File: config.mk
export PLATFORM = sky130hd
export DESIGN_NAME = ps2_dir_rx
export DESIGN_NICKNAME = d
export VERILOG_FILES = /design/src/rtl/ps2_pkg.sv /design/src/rtl/ps2_frame_rx.sv /design/src/rtl/ps2_dir_rx.sv
export SDC_FILE = /design/constraint.sdc
export NUM_CORES = 1
export LEC_CHECK = 0
export ABC_CLOCK_PERIOD_IN_PS = 2400
export CORE_UTILIZATION = 40
export DETAILED_ROUTE_END_ITERATION = 6
export MAX_ROUTING_LAYER = met4
export PLACE_DENSITY = 0.64
export SETUP_SLACK_MARGIN = 0.05
export SYNTH_ARGS = -nofsm -noshare
export SYNTH_HDL_FRONTEND = slang
export SYNTH_SLANG_ARGS = --single-unit
File: constraint.sdc
create_clock -name clk -period 2.4 [get_ports clk]
set_input_delay 0.36 -clock clk [delete_from_list [all_inputs] [get_ports clk]]
set_output_delay 0.36 -clock clk [all_outputs]
set_load 0.01 [all_outputs]
File: src/rtl/ps2_pkg.sv
// Shared constants for the PS/2 arrow-key receiver: scancodes, direction
// encodings, frame FSM states and the arrow lookup.
package ps2_pkg;

  localparam logic [7:0] SC_EXT   = 8'hE0;
  localparam logic [7:0] SC_BREAK = 8'hF0;
  localparam logic [7:0] SC_UP    = 8'h75;
  localparam logic [7:0] SC_DOWN  = 8'h72;
  localparam logic [7:0] SC_LEFT  = 8'h6B;
  localparam logic [7:0] SC_RIGHT = 8'h74;

  // Direction code doubles as the bit index into keys {right,left,down,up}.
  typedef enum logic [1:0] {
    DIR_UP    = 2'd0,
    DIR_DOWN  = 2'd1,
    DIR_LEFT  = 2'd2,
    DIR_RIGHT = 2'd3
  } dir_e;

  typedef enum logic [1:0] {
    FR_IDLE   = 2'd0,
    FR_DATA   = 2'd1,
    FR_PARITY = 2'd2,
    FR_STOP   = 2'd3
  } frame_st_e;

  typedef struct packed {
    logic hit;
    dir_e dir;
  } arrow_t;

  function automatic arrow_t arrow_decode(input logic [7:0] sc);
    arrow_t r;
    r.hit = 1'b1;
    r.dir = DIR_UP;
    case (sc)
      SC_UP:    r.dir = DIR_UP;
      SC_DOWN:  r.dir = DIR_DOWN;
      SC_LEFT:  r.dir = DIR_LEFT;
      SC_RIGHT: r.dir = DIR_RIGHT;
      default:  r.hit = 1'b0;
    endcase
    return r;
  endfunction

endpackage

File: src/rtl/ps2_frame_rx.sv
// PS/2 line conditioning and 11-bit frame receiver: sync, glitch filter,
// start/data/parity/stop deframing with an inter-edge timeout.
module ps2_frame_rx
  import ps2_pkg::*;
#(
  parameter int FILTER_LEN  = 8,
  parameter int TIMEOUT_CYC = 50000,
  parameter int TIMEOUT_W   = 16
) (
  input  logic       clk,
  input  logic       rst,
  input  logic       ps2_clk,
  input  logic       ps2_data,
  output logic [7:0] code,
  output logic       code_valid,
  output logic       frame_err
);

  localparam int FW = $clog2(FILTER_LEN + 1);
  localparam logic [FW-1:0]        FMAX = FW'(FILTER_LEN - 1);
  localparam logic [TIMEOUT_W-1:0] TMAX = TIMEOUT_W'(TIMEOUT_CYC - 1);

  logic [1:0]    clk_sy, dat_sy;
  logic          clk_s, dat_s;
  logic          clk_f;
  logic [FW-1:0] fcnt;
  logic          smp;

  assign clk_s = clk_sy[1];
  assign dat_s = dat_sy[1];

  // Filtered clock flips only after FILTER_LEN consecutive disagreeing samples.
  always_ff @(posedge clk) begin
    if (rst) begin
      clk_sy <= 2'b11;
      dat_sy <= 2'b11;
      clk_f  <= 1'b1;
      fcnt   <= '0;
    end else begin
      clk_sy <= {clk_sy[0], ps2_clk};
      dat_sy <= {dat_sy[0], ps2_data};
      if (clk_s == clk_f) begin
        fcnt <= '0;
      end else if (fcnt == FMAX) begin
        clk_f <= clk_s;
        fcnt  <= '0;
      end else begin
        fcnt <= fcnt + FW'(1);
      end
    end
  end

  // Sample event: the cycle in which the filtered clock is about to fall.
  assign smp = clk_f & ~clk_s & (fcnt == FMAX);

  frame_st_e            state_q, state_d;
  logic [2:0]           bcnt_q, bcnt_d;
  logic [7:0]           sh_q, sh_d;
  logic                 par_q, par_d;
  logic [TIMEOUT_W-1:0] tcnt_q, tcnt_d;
  logic                 ok, err;

  always_ff @(posedge clk) begin
    if (rst) begin
      state_q    <= FR_IDLE;
      bcnt_q     <= '0;
      sh_q       <= '0;
      par_q      <= 1'b0;
      tcnt_q     <= '0;
      code       <= '0;
      code_valid <= 1'b0;
      frame_err  <= 1'b0;
    end else begin
      state_q    <= state_d;
      bcnt_q     <= bcnt_d;
      sh_q       <= sh_d;
      par_q      <= par_d;
      tcnt_q     <= tcnt_d;
      code_valid <= ok;
      frame_err  <= err;
      if (ok) code <= sh_q;
    end
  end

  always_comb begin
    state_d = state_q;
    bcnt_d  = bcnt_q;
    sh_d    = sh_q;
    par_d   = par_q;
    ok      = 1'b0;
    err     = 1'b0;
    tcnt_d  = (smp || state_q == FR_IDLE) ? '0 : tcnt_q + TIMEOUT_W'(1);

    if (smp) begin
      case (state_q)
        FR_IDLE: begin
          if (!dat_s) begin
            state_d = FR_DATA;
            bcnt_d  = '0;
          end else begin
            err = 1'b1;
          end
        end
        FR_DATA: begin
          sh_d   = {dat_s, sh_q[7:1]};
          bcnt_d = bcnt_q + 3'd1;
          if (bcnt_q == 3'd7) state_d = FR_PARITY;
        end
        FR_PARITY: begin
          par_d   = dat_s;
          state_d = FR_STOP;
        end
        FR_STOP: begin
          state_d = FR_IDLE;
          if (dat_s && (^{sh_q, par_q})) ok = 1'b1;
          else                           err = 1'b1;
        end
        default: state_d = FR_IDLE;
      endcase
    end else if (state_q != FR_IDLE && tcnt_q == TMAX) begin
      state_d = FR_IDLE;
      err     = 1'b1;
    end
  end

endmodule

File: src/rtl/ps2_dir_rx.sv
// Pac-Man player input: PS/2 frame receiver plus extended arrow-key
// make/break decoder producing held-key flags and a direction strobe.
module ps2_dir_rx
  import ps2_pkg::*;
#(
  parameter int FILTER_LEN  = 8,
  parameter int TIMEOUT_CYC = 50000,
  parameter int TIMEOUT_W   = 16
) (
  input  logic       clk,
  input  logic       rst,
  input  logic       ps2_clk,
  input  logic       ps2_data,
  output logic [7:0] code,
  output logic       code_valid,
  output logic       frame_err,
  output logic [3:0] keys,
  output logic [1:0] dir,
  output logic       dir_valid
);

  ps2_frame_rx #(
    .FILTER_LEN (FILTER_LEN),
    .TIMEOUT_CYC(TIMEOUT_CYC),
    .TIMEOUT_W  (TIMEOUT_W)
  ) u_frame (
    .clk       (clk),
    .rst       (rst),
    .ps2_clk   (ps2_clk),
    .ps2_data  (ps2_data),
    .code      (code),
    .code_valid(code_valid),
    .frame_err (frame_err)
  );

  logic   e0, f0;
  arrow_t arw;

  assign arw = arrow_decode(code);

  // A break releases its key but leaves dir on the last make.
  always_ff @(posedge clk) begin
    if (rst) begin
      keys      <= '0;
      dir       <= DIR_UP;
      dir_valid <= 1'b0;
      e0        <= 1'b0;
      f0        <= 1'b0;
    end else begin
      dir_valid <= 1'b0;
      if (frame_err) begin
        e0 <= 1'b0;
        f0 <= 1'b0;
      end else if (code_valid) begin
        case (code)
          SC_EXT:   e0 <= 1'b1;
          SC_BREAK: f0 <= 1'b1;
          default: begin
            e0 <= 1'b0;
            f0 <= 1'b0;
            if (e0 && arw.hit) begin
              if (!f0) begin
                keys[arw.dir] <= 1'b1;
                dir           <= arw.dir;
                dir_valid     <= 1'b1;
              end else begin
                keys[arw.dir] <= 1'b0;
              end
            end
          end
        endcase
      end
    end
  end

endmodule

==> metrics.yaml, run 1 <==
grt_pass1_vias: 1876
fin_crit_sh_pct: 80.2
die-area_um2: 6900
fp.dieW_um: 83.1
yosysMostFrequentCell: "dfxtp_1"
hold_class: "reg -> reg"
worst_path_largest_cell_delay_ns: 0.43
startpoint_type: "register"
fmax_mhz: 519
cts-root-buf: "clkbuf_8"
drt_iter0_drc: 50
rows: 29
antenna_found_initial: 0
finalWirelength_mm: 5.08
synth.distinct_cells: 44
ys_ff_latch: 58
synthesis.area_um2: 2630
crit_path_cell_trace: "ha_1 > and4b_1 > nand4_1 > mux2i_4 > mux2i_1 > nor2_1"
synth_nets: 308
maxCapViolations: 0
viasPerCell: 5.24
crit_type: "reg -> reg"
vias: 2085
critPathRequiredTime_ns: 2.61
grt_max_degree: 27
p_leak_uw: 0.00104
drv_slew: 0
drive_above_1_share_pct: 6.85
cts_setup_buffers: 0
yosysTopAreaCellShare_pct: 44.2
cts_tree: "yes"
die_y_um: 83.1
initial_core_util_pct: 41.4
avgSynthCellArea_um2: 8.94
powerDensity_nw_per_um2: 572
drcViolationCount: 0
synthArstFlopShare_pct: 0
grt_pass1_wl_mm: 8.78
ys_warn_count: 0
fin_crit_ns: 1.93
dp_hpwl_mm: 3.59
yosys.area.top_type: "dfxtp_1"
tns_ns: 0
postSynthCellCount: 294
yosys-top-cells-count: "dfxtp_1, nor2_1, nand2_1"
clk_pin_slew_ns: 0.06
gp_congestion: 0.775
worstPathArrival_ns: 2.14
cts_hold_buffers: 0
max-vdd-ir-drop_v: 0.000430
pin_count: 21
cts_resized: 0
synth-edff-count: 0
rsz0062_at_grt: "no"
first_pass_iters: 4
port-buffer-count: 20
grt_usage_pct: 16.4
cts-buffers-inserted: 9
fin_worst_skew_ns: 0.00672
end_kind: "register"
grt.overflow.total: 0
hold_ws_ns: 0.412
syn_to_final_growth_pct: 16.7
synthFlopType: "dfxtp_1"
finalHoldViolations: 0
fin_nets: 330
cp_max_fo: 9
max_slew_margin_pct: 64.3
synth_area_leaders: "dfxtp_1, nor2_1, ha_1"
num_antenna_cells: 0
cts_buffer_depth: 2
slowest_stage: "mux2i_4"
cts.sink_count: 58
ys_seq_area_share_pct: 44.2
status: "completed"
wl_per_cell_um: 12.8
clk_latency_ns: 0.33
core_um2: 6350
finalSetupViolations: 0
h-tree-depth: 3
ant_nets: 0
tightest_slew_ns: 0.536
[metal layers]
| metal | GRT usage, % | wire length, um |
|---|---|---|
| met5 | - | 0 |
| met4 | 7.05 | 57 |
| met3 | 5.27 | 192 |
| met2 | 23.6 | 2260 |
| met1 | 21.1 | 2570 |
[cells by family after synthesis]
| group | synth area share (%) |
|---|---|
| simple gates | 24.9 |
| flops | 44.2 |
| compound gates | 9.81 |
| xor+xnor | 8.42 |
| buf+inv | 2.86 |
| mux | 5.05 |
| fa+ha+maj | 4.76 |
[critical path: cells and delay by family (launching register included)]
| family | cells | cell delay (ns) |
|---|---|---|
| and+or+nand+nor | 3 | 0.58 |
| adders and majority gates | 1 | 0.20 |
| muxes | 2 | 0.68 |
| DFF | 1 | 0.35 |
[final cells by class]
| type | instances | area, um2 |
|---|---|---|
| Multi-Input combinational cell | 216 | 1390 |
| Tap cell | 77 | 96.3 |
| Inverter | 8 | 30.0 |
| Clock inverter | 3 | 15.0 |
| Clock buffer | 13 | 149 |
| Timing Repair Buffer | 23 | 223 |
| Fill cell | 604 | 3280 |
| Sequential cell | 58 | 1160 |
[state kept, by name (all words and copies together), names as in the netlist, 2 cells and up, named ones only]
name,flops
u_frame.clk_sy,2
u_frame.bcnt_q,3
u_frame.code,8
u_frame.sh_q,8
dir,2
u_frame.dat_sy,2
u_frame.tcnt_q,16
u_frame.fcnt,4
u_frame.state_q,2
[per-stage QoR]
step                util [%]  setup slack (ns)  cell area (um2)  power (uW)  cells
global route            48.3             0.262             3070        1840    398
detailed placement      45.7             0.490             2900        1030    382
finish                  48.3             0.474             3070        1760    398
floorplan                  -             0.686             2630        1010    294
CTS                     48.3             0.479             3070        1790    398
global placement        45.7             0.525             2900        1020    382
[path summary, 6_finish.rpt]
check / start / end / slack, ns / depth (start not counted)
setup / recovery: u_frame.fcnt[0] / u_frame.code[6] / 0.47 / 6
hold / removal: u_frame.dat_sy[0] / u_frame.dat_sy[1] / 0.41 / 1
setup reg to reg: u_frame.fcnt[0] / u_frame.code[6] / 0.47 / 6
hold reg to reg: u_frame.dat_sy[0] / u_frame.dat_sy[1] / 0.41 / 1
[cells in the final DEF (no fill, tap or decap), types with 8 or more instances in the layout]
| cell | synthesis | layout |
|---|---|---|
| dfxtp_1 | 58 | 58 |
| nand2_1 | 27 | 27 |
| clkdlybuf4s50_1 | 0 | 20 |
| xnor2_1 | 8 | 8 |
| clkbuf_8 | 0 | 10 |
| ha_1 | 10 | 10 |
| nor2_1 | 38 | 38 |
| nand3_1 | 20 | 20 |
| xor2_1 | 12 | 12 |
| a21oi_1 | 20 | 20 |
| inv_1 | 8 | 8 |
| mux2i_1 | 11 | 11 |
[power by group]
part,internal [uW],total [uW],switching [uW]
sequential,967,971,3.84
clock,398,751,353
combinational,13.5,33.2,19.7
total,1380,1760,376
Power figures use the tool's default switching activity.
==> run 2, diff against run 1 <==
--- a/config.mk
+++ b/config.mk
@@ -5,11 +5,11 @@
 export SDC_FILE = /design/constraint.sdc
 export NUM_CORES = 1
 export LEC_CHECK = 0
-export ABC_CLOCK_PERIOD_IN_PS = 2400
+export ABC_CLOCK_PERIOD_IN_PS = 1660
 export CORE_UTILIZATION = 40
 export DETAILED_ROUTE_END_ITERATION = 6
 export MAX_ROUTING_LAYER = met4
-export PLACE_DENSITY = 0.64
+export PLACE_DENSITY = 0.67
 export SETUP_SLACK_MARGIN = 0.05
 export SYNTH_ARGS = -nofsm -noshare
 export SYNTH_HDL_FRONTEND = slang
==> constraint.sdc (replaced) <==
create_clock -name clk -period 1.66 [get_ports clk]
set_input_delay 0.249 -clock clk [delete_from_list [all_inputs] [get_ports clk]]
set_output_delay 0.249 -clock clk [all_outputs]
set_load 0.01 [all_outputs]
==> run 2 against run 1 <==
The flow now finishes with violations (setup timing). Global-route usage grew 0.80 points. Combinational power is 96% higher. Cell count grew 13%. Clock skew barely moved. Clock power is 110% higher. Design area up 24%. Via count rose by 12%. Sequential share of layout area decreased by 6.6 points. Critical path type unchanged. Critical endpoint is now u_frame.code[3]. Largest power group is now clock.
==> metrics.yaml, run 2 (synthesized netlist as in run 1, its figures left out) <==
min_from: "u_frame.dat_sy[0]"  # unchanged
startpoint_type: "register"  # unchanged
num_antenna_cells: 0  # unchanged
fin_crit_ns: 1.71  # was 1.93 ns
drt_iter0_drc: 124  # was 50
drive_above_1_share_pct: 34.2  # was 6.85%
max-vdd-ir-drop_v: 0.000571  # was 0.000430 V
post-route-cell-area_um2: 3800  # was 3070 um2
core_um2: 6350  # unchanged
crit_type: "reg -> reg"  # unchanged
fmax_mhz: 585  # was 519 MHz
cts-buffers-inserted: 9  # unchanged
max_slew_margin_pct: 75.0  # was 64.3%
syn_to_final_growth_pct: 44.4  # was 16.7%
final_cell_mix: "buf_4, dfxtp_1, nor2_1, nand2_1, nand3_1"  # was dfxtp_1, nor2_1, nand2_1
finalWirelength_mm: 5.79  # was 5.08 mm
clk_pin_slew_ns: 0.07  # was 0.06 ns
grt_usage_pct: 17.2  # was 16.4%
die_y_um: 83.1  # unchanged
finalHoldViolations: 0  # unchanged
timing.rr.end: "u_frame.code[3]"  # was u_frame.code[6]
die-area_um2: 6900  # unchanged
initial_core_util_pct: 41.4  # unchanged
grt_max_degree: 23  # was 27
tightest_slew_ns: 0.366  # was 0.536 ns
drcViolationCount: 0  # unchanged
fin_util_pct: 59.8  # was 48.3%
timing.rr.start: "u_frame.sh_q[2]"  # was u_frame.fcnt[0]
dp_hpwl_mm: 3.81  # was 3.59 mm
fin_crit_sh_pct: 103  # was 80.2%
dpl_cell_area_um2: 3210  # was 2900 um2
rsz0062_at_grt: "yes"  # was no
status: "complete, but fails checks"  # was completed
fin_ws_ns: -0.0502  # was 0.474 ns
violations: "setup timing"
top_regs: "u_frame.tcnt_q (16), u_frame.code (8), u_frame.sh_q (8)"  # unchanged
antenna_found_initial: 0  # unchanged
first_pass_iters: 4  # unchanged
cts-root-buf: "clkbuf_8"  # unchanged
vias: 2337  # was 2,085
reg2reg_depth: 6  # unchanged
hold_class: "reg -> reg"  # unchanged
fin_nets: 380  # was 330
maxCapViolations: 0  # unchanged
largest_reg_flops: 16  # unchanged
wl_per_cell_um: 12.9  # was 12.8 um
tns_ns: -0.388  # was 0 ns
pre_cts_slack_ns: -0.0474  # was 0.490 ns
hold_depth: 1  # unchanged
cts_tree: "yes"  # unchanged
cts_buffer_depth: 2  # unchanged
drv_slew: 0  # unchanged
rows: 29  # unchanged
cts.sink_count: 58  # unchanged
grt.overflow.total: 0  # unchanged
viasPerCell: 5.22  # was 5.24
r2r_slack_ns: -0.05  # was 0.47 ns
powerDensity_nw_per_um2: 798  # was 572 nW/um2
finalSetupViolations: 9  # was 0
grt_pass1_wl_mm: 9.32  # was 8.78 mm
worstPathArrival_ns: 1.94  # was 2.14 ns
cp_max_fo: 9  # unchanged
gp_congestion: 0.764  # was 0.775
h-tree-depth: 3  # unchanged
p_leak_uw: 0.00143  # was 0.00104 uW
critPathRequiredTime_ns: 1.89  # was 2.61 ns
end_kind: "register"  # unchanged
pin_count: 21  # unchanged
top_register: "u_frame.tcnt_q"  # unchanged
fp.dieW_um: 83.1  # unchanged
fin_worst_skew_ns: 0.00701  # was 0.00672 ns
layout_commonest_cell: "buf_4"  # was dfxtp_1
nFillCells: 524  # was 604
whs_endpoint: "u_frame.dat_sy[1]"  # unchanged
clk_latency_ns: 0.34  # was 0.33 ns
ant_nets: 0  # unchanged
grt_pass1_vias: 2052  # was 1,876
port-buffer-count: 20  # unchanged
[run 2: worst max-delay path by stage]
stage	start	depth (start not counted)	slack, ns	end
2_1_floorplan	u_frame.sh_q[2]	5	-0.03	u_frame.code[0]
3_3_place_gp	u_frame.sh_q[2]	6	-0.01	u_frame.code[5]
3_5_place_dp	u_frame.fcnt[0]	7	-0.05	u_frame.state_q[0]
4_1_cts	u_frame.sh_q[2]	6	-0.04	u_frame.code[7]
5_1_grt	u_frame.sh_q[2]	6	-0.14	u_frame.code[3]
6_report	u_frame.sh_q[2]	6	-0.05	u_frame.code[3]
[run 2: repair_timing]
item | 4_1_cts | 5_1_grt
gates resized for setup | 18 | 63
hold buffers | 0 | 0
cloned | 0 | 1
pin swaps | 3 | 24
setup buffers | 0 | 12
endpoints found under the setup margin | 32 | 48
[run 2: area by class of cell]
type                       count  area [um2]  area share (%)
multi-input combinational    216        1590            41.8
sequential                    58        1180            31.2
timing repair buffer          73         664            17.5
clock buffer                  10         128            3.36
clock inverter                 6         105            2.77
tap                           77        96.3            2.54
inverter                       8        30.0           0.791
[run 2: critical path, stage by stage, from the launching register on]
cell and delay, ns:
dfxtp_2 0.33, xnor3_1 0.42, nand4b_1 0.26, mux2i_4 0.21, buf_12 0.16, mux2i_1 0.18, nor2_1 0.05
[run 2: per-stage QoR]
stage / std cells / total power (uW) / hold WS (ns)
2_1_floorplan: 294 / 1460 / 0.353
3_3_place_gp: 419 / 1490 / 0.398
3_5_place_dp: 419 / 1490 / 0.400
4_1_cts: 435 / 3060 / 0.404
5_1_grt: 448 / 3130 / 0.432
6_report: 448 / 3030 / 0.404
[run 2: per-layer routing]
metal  track usage, %  vias up  wire length (um)
met4             7.37        0                80
met2             25.8       34              2750
met1             21.8     1121              2780
met3             4.77        8               185
li1                 -     1174                 -
met5                -        -                 0
[run 2: power by group]
part | leakage [uW] | switching [uW] | internal, uW
clock | 0.000120 | 574 | 990
combinational | 0.000839 | 34.7 | 30.5
sequential | 0.000475 | 5.61 | 1400
==> run 3, diff against run 2 <==
--- a/config.mk
+++ b/config.mk
@@ -6,10 +6,10 @@
 export NUM_CORES = 1
 export LEC_CHECK = 0
 export ABC_CLOCK_PERIOD_IN_PS = 1660
-export CORE_UTILIZATION = 40
+export CORE_UTILIZATION = 52
 export DETAILED_ROUTE_END_ITERATION = 6
 export MAX_ROUTING_LAYER = met4
-export PLACE_DENSITY = 0.67
+export PLACE_DENSITY = 0.81
 export SETUP_SLACK_MARGIN = 0.05
 export SYNTH_ARGS = -nofsm -noshare
 export SYNTH_HDL_FRONTEND = slang
==> run 3 against run 2 <==
The flow still finishes with violations (setup timing). First-iteration DRC count rose by 21%. Total power fell by 1.2%. Sequential power barely moved. Maximum frequency fell by 9.4%. Via count rose by 1.0%. Hold slack improved by 0.012 ns. Register-to-register slack got worse by 0.18 ns. Cell count fell by 3.1%. Non-clock buffer count fell by 4. Worst setup slack got worse by 0.18 ns. Utilization rose by 17 points. Sequential cell count did not move. Largest power group unchanged. Highest routed layer unchanged.
==> metrics.yaml, run 3 (synthesized netlist as in run 1, its figures left out) <==
ant_nets: 0  # unchanged
fin_crit_sh_pct: 114  # was 103%
fin_cells: 434  # was 448
timing.rr.end: "u_frame.code[7]"  # was u_frame.code[3]
die-area_um2: 5340  # was 6900 um2
end_kind: "register"  # unchanged
clk_pin_slew_ns: 0.07  # about the same
hold_ws_ns: 0.416  # was 0.404 ns
rsz0062_at_grt: "yes"  # unchanged
core_um2: 4790  # was 6350 um2
crit_path_cell_trace: "xnor3_1 > buf_4 > nand4_1 > mux2i_4 > buf_12 > mux2i_2 > nor2_1"  # was xnor3_1 > nand4b_1 > mux2i_4 > buf_12 > mux2i_1 > nor2_1
vias: 2361  # was 2,337
post-route-cell-area_um2: 3680  # was 3800 um2
dr_wl_met2_mm: 3.30  # was 2.75 mm
crit_type: "reg -> reg"  # unchanged
worst_path_largest_cell_delay_ns: 0.44  # was 0.42 ns
cts_buffer_depth: 2  # unchanged
violations: "setup timing"  # unchanged
startpoint_type: "register"  # unchanged
hold_class: "reg -> reg"  # unchanged
fmax_mhz: 530  # was 585 MHz
timing.rr.start: "u_frame.sh_q[2]"  # unchanged
grt_pass1_wl_mm: 9.70  # was 9.32 mm
max-vdd-ir-drop_v: 0.000856  # was 0.000571 V
reg2reg_depth: 7  # was 6
wl_met3_um: 219  # was 185 um
cts-root-buf: "clkbuf_8"  # unchanged
fin_crit_ns: 1.89  # was 1.71 ns
worstPathArrival_ns: 2.11  # was 1.94 ns
nFillCells: 294  # was 524
initial_core_util_pct: 54.9  # was 41.4%
hold_depth: 1  # unchanged
drive_above_1_share_pct: 29.2  # was 34.2%
met1_length_mm: 2.91  # was 2.78 mm
finalSetupViolations: 25  # was 9
slowest_stage: "xnor3_1"  # unchanged
crit_buf_inv: 2  # was 1
grt_max_degree: 21  # was 23
cts.sink_count: 58  # unchanged
die_y_um: 73.1  # was 83.1 um
finalHoldViolations: 0  # unchanged
crit_family: "multiplexers"  # was XOR/XNOR gates
grt_pass1_vias: 2183  # was 2,052
antenna_found_initial: 0  # unchanged
r2r_slack_ns: -0.23  # was -0.05 ns
finalWirelength_mm: 6.57  # was 5.79 mm
dp_cells: 408  # was 419
power_uw: 3000  # was 3030 uW
fin_util_pct: 76.9  # was 59.8%
top_register: "u_frame.tcnt_q"  # unchanged
dp_hpwl_mm: 4.03  # was 3.81 mm
grt.overflow.total: 0  # unchanged
grt_usage_pct: 25.2  # was 17.2%
fin_nets: 376  # was 380
min_from: "u_frame.clk_sy[0]"  # was u_frame.dat_sy[0]
gp_congestion: 0.825  # was 0.764
rows: 25  # was 29
tightest_slew_ns: 0.350  # was 0.366 ns
topRoutingLayerUsed: "met4"  # unchanged
final_cell_mix: "dfxtp_1, buf_4, nor2_1, nand2_1"  # was buf_4, dfxtp_1, nor2_1, nand2_1, nand3_1
drcViolationCount: 0  # unchanged
cp_max_fo: 8  # was 9
h-tree-depth: 3  # unchanged
num_antenna_cells: 0  # unchanged
top_regs: "u_frame.tcnt_q (16), u_frame.code (8), u_frame.sh_q (8)"  # unchanged
powerDensity_nw_per_um2: 813  # was 798 nW/um2
viasPerCell: 5.44  # was 5.22
drv_slew: 0  # unchanged
drt_iter0_drc: 150  # was 124
clk_latency_ns: 0.34  # about the same
maxCapViolations: 0  # unchanged
syn_to_final_growth_pct: 40.1  # was 44.4%
port-buffer-count: 20  # unchanged
cts_tree: "yes"  # unchanged
largest_reg_flops: 16  # unchanged
first_pass_iters: 4  # unchanged
wl_per_cell_um: 15.1  # was 12.9 um
layout_commonest_cell: "dfxtp_1"  # was buf_4
fp.dieW_um: 73.1  # was 83.1 um
pin_count: 21  # unchanged
whs_endpoint: "u_frame.clk_sy[1]"  # was u_frame.dat_sy[1]
dpl_cell_area_um2: 3190  # was 3210 um2
fin_ws_ns: -0.227  # was -0.0502 ns
p_leak_uw: 0.00140  # was 0.00143 uW
max_slew_margin_pct: 76.6  # was 75.0%
fin_worst_skew_ns: 0.00719  # was 0.00701 ns
critPathRequiredTime_ns: 1.89  # about the same
cts-buffers-inserted: 9  # unchanged
status: "complete, but fails checks"  # unchanged
[run 3: cell count changes in the layout (fill, tap and decap cells not counted), moves of 2 or more]
cell | previous run | this run
nor2_1 | 28 | 37
nor2_4 | 8 | 0
dfxtp_1 | 41 | 46
dfxtp_2 | 16 | 12
clkbuf_8 | 9 | 12
a211oi_2 | 3 | 1
clkinv_2 | 3 | 1
[run 3: metal layers]
layer	up-vias	track usage, %
met5	-	-
met2	50	40.1
met1	1136	29.5
li1	1160	-
met4	0	12.6
met3	15	6.35
[run 3: worst max path at each step]
stage	start	endpoint	slack (ns)	cells after the start
2_1_floorplan	u_frame.sh_q[2]	u_frame.code[0]	-0.03	5
3_3_place_gp	u_frame.sh_q[7]	u_frame.code[2]	-0.005	6
3_5_place_dp	u_frame.clk_sy[1]	u_frame.code[3]	-0.09	8
4_1_cts	u_frame.sh_q[0]	u_frame.code[7]	-0.09	6
5_1_grt	u_frame.sh_q[2]	u_frame.code[7]	-0.30	7
6_report	u_frame.sh_q[2]	u_frame.code[7]	-0.23	7
[run 3: layout make-up]
cell class	count	area [um2]	area share, %
Clock buffer	12	165	4.49
Clock inverter	4	72.6	1.97
Inverter	8	30.0	0.815
Multi-Input combinational cell	216	1540	41.8
Sequential cell	58	1180	31.9
Tap cell	67	83.8	2.28
Timing Repair Buffer	69	617	16.8
[run 3: worst register-to-register path, delay by kind of cell (launching register included)]
family / cells / cell delay, ns
mux: 2 / 0.46
xor+xnor: 1 / 0.44
flops: 1 / 0.33
buf+inv: 2 / 0.32
simple gates: 2 / 0.23
[run 3: what timing repair did]
item                       in CTS  in global routing
buffers inserted                4                  6
setup endpoints to repair      35                 45
pin swaps                       6                 18
hold buffers                    0                  0
resized for setup              13                 36
[run 3: report_power, final]
part           internal (uW)  leakage (uW)  switching [uW]
combinational           29.8      0.000812            34.8
clock                    965      0.000119             562
sequential              1400      0.000472            5.60
[run 3: per-stage QoR]
step                setup slack, ns  setup TNS, ns
floorplan                   -0.0334         -0.267
finish                       -0.227          -2.05
CTS                         -0.0945         -0.901
global route                 -0.305          -3.53
global placement           -0.00512       -0.00512
detailed placement          -0.0922         -0.830
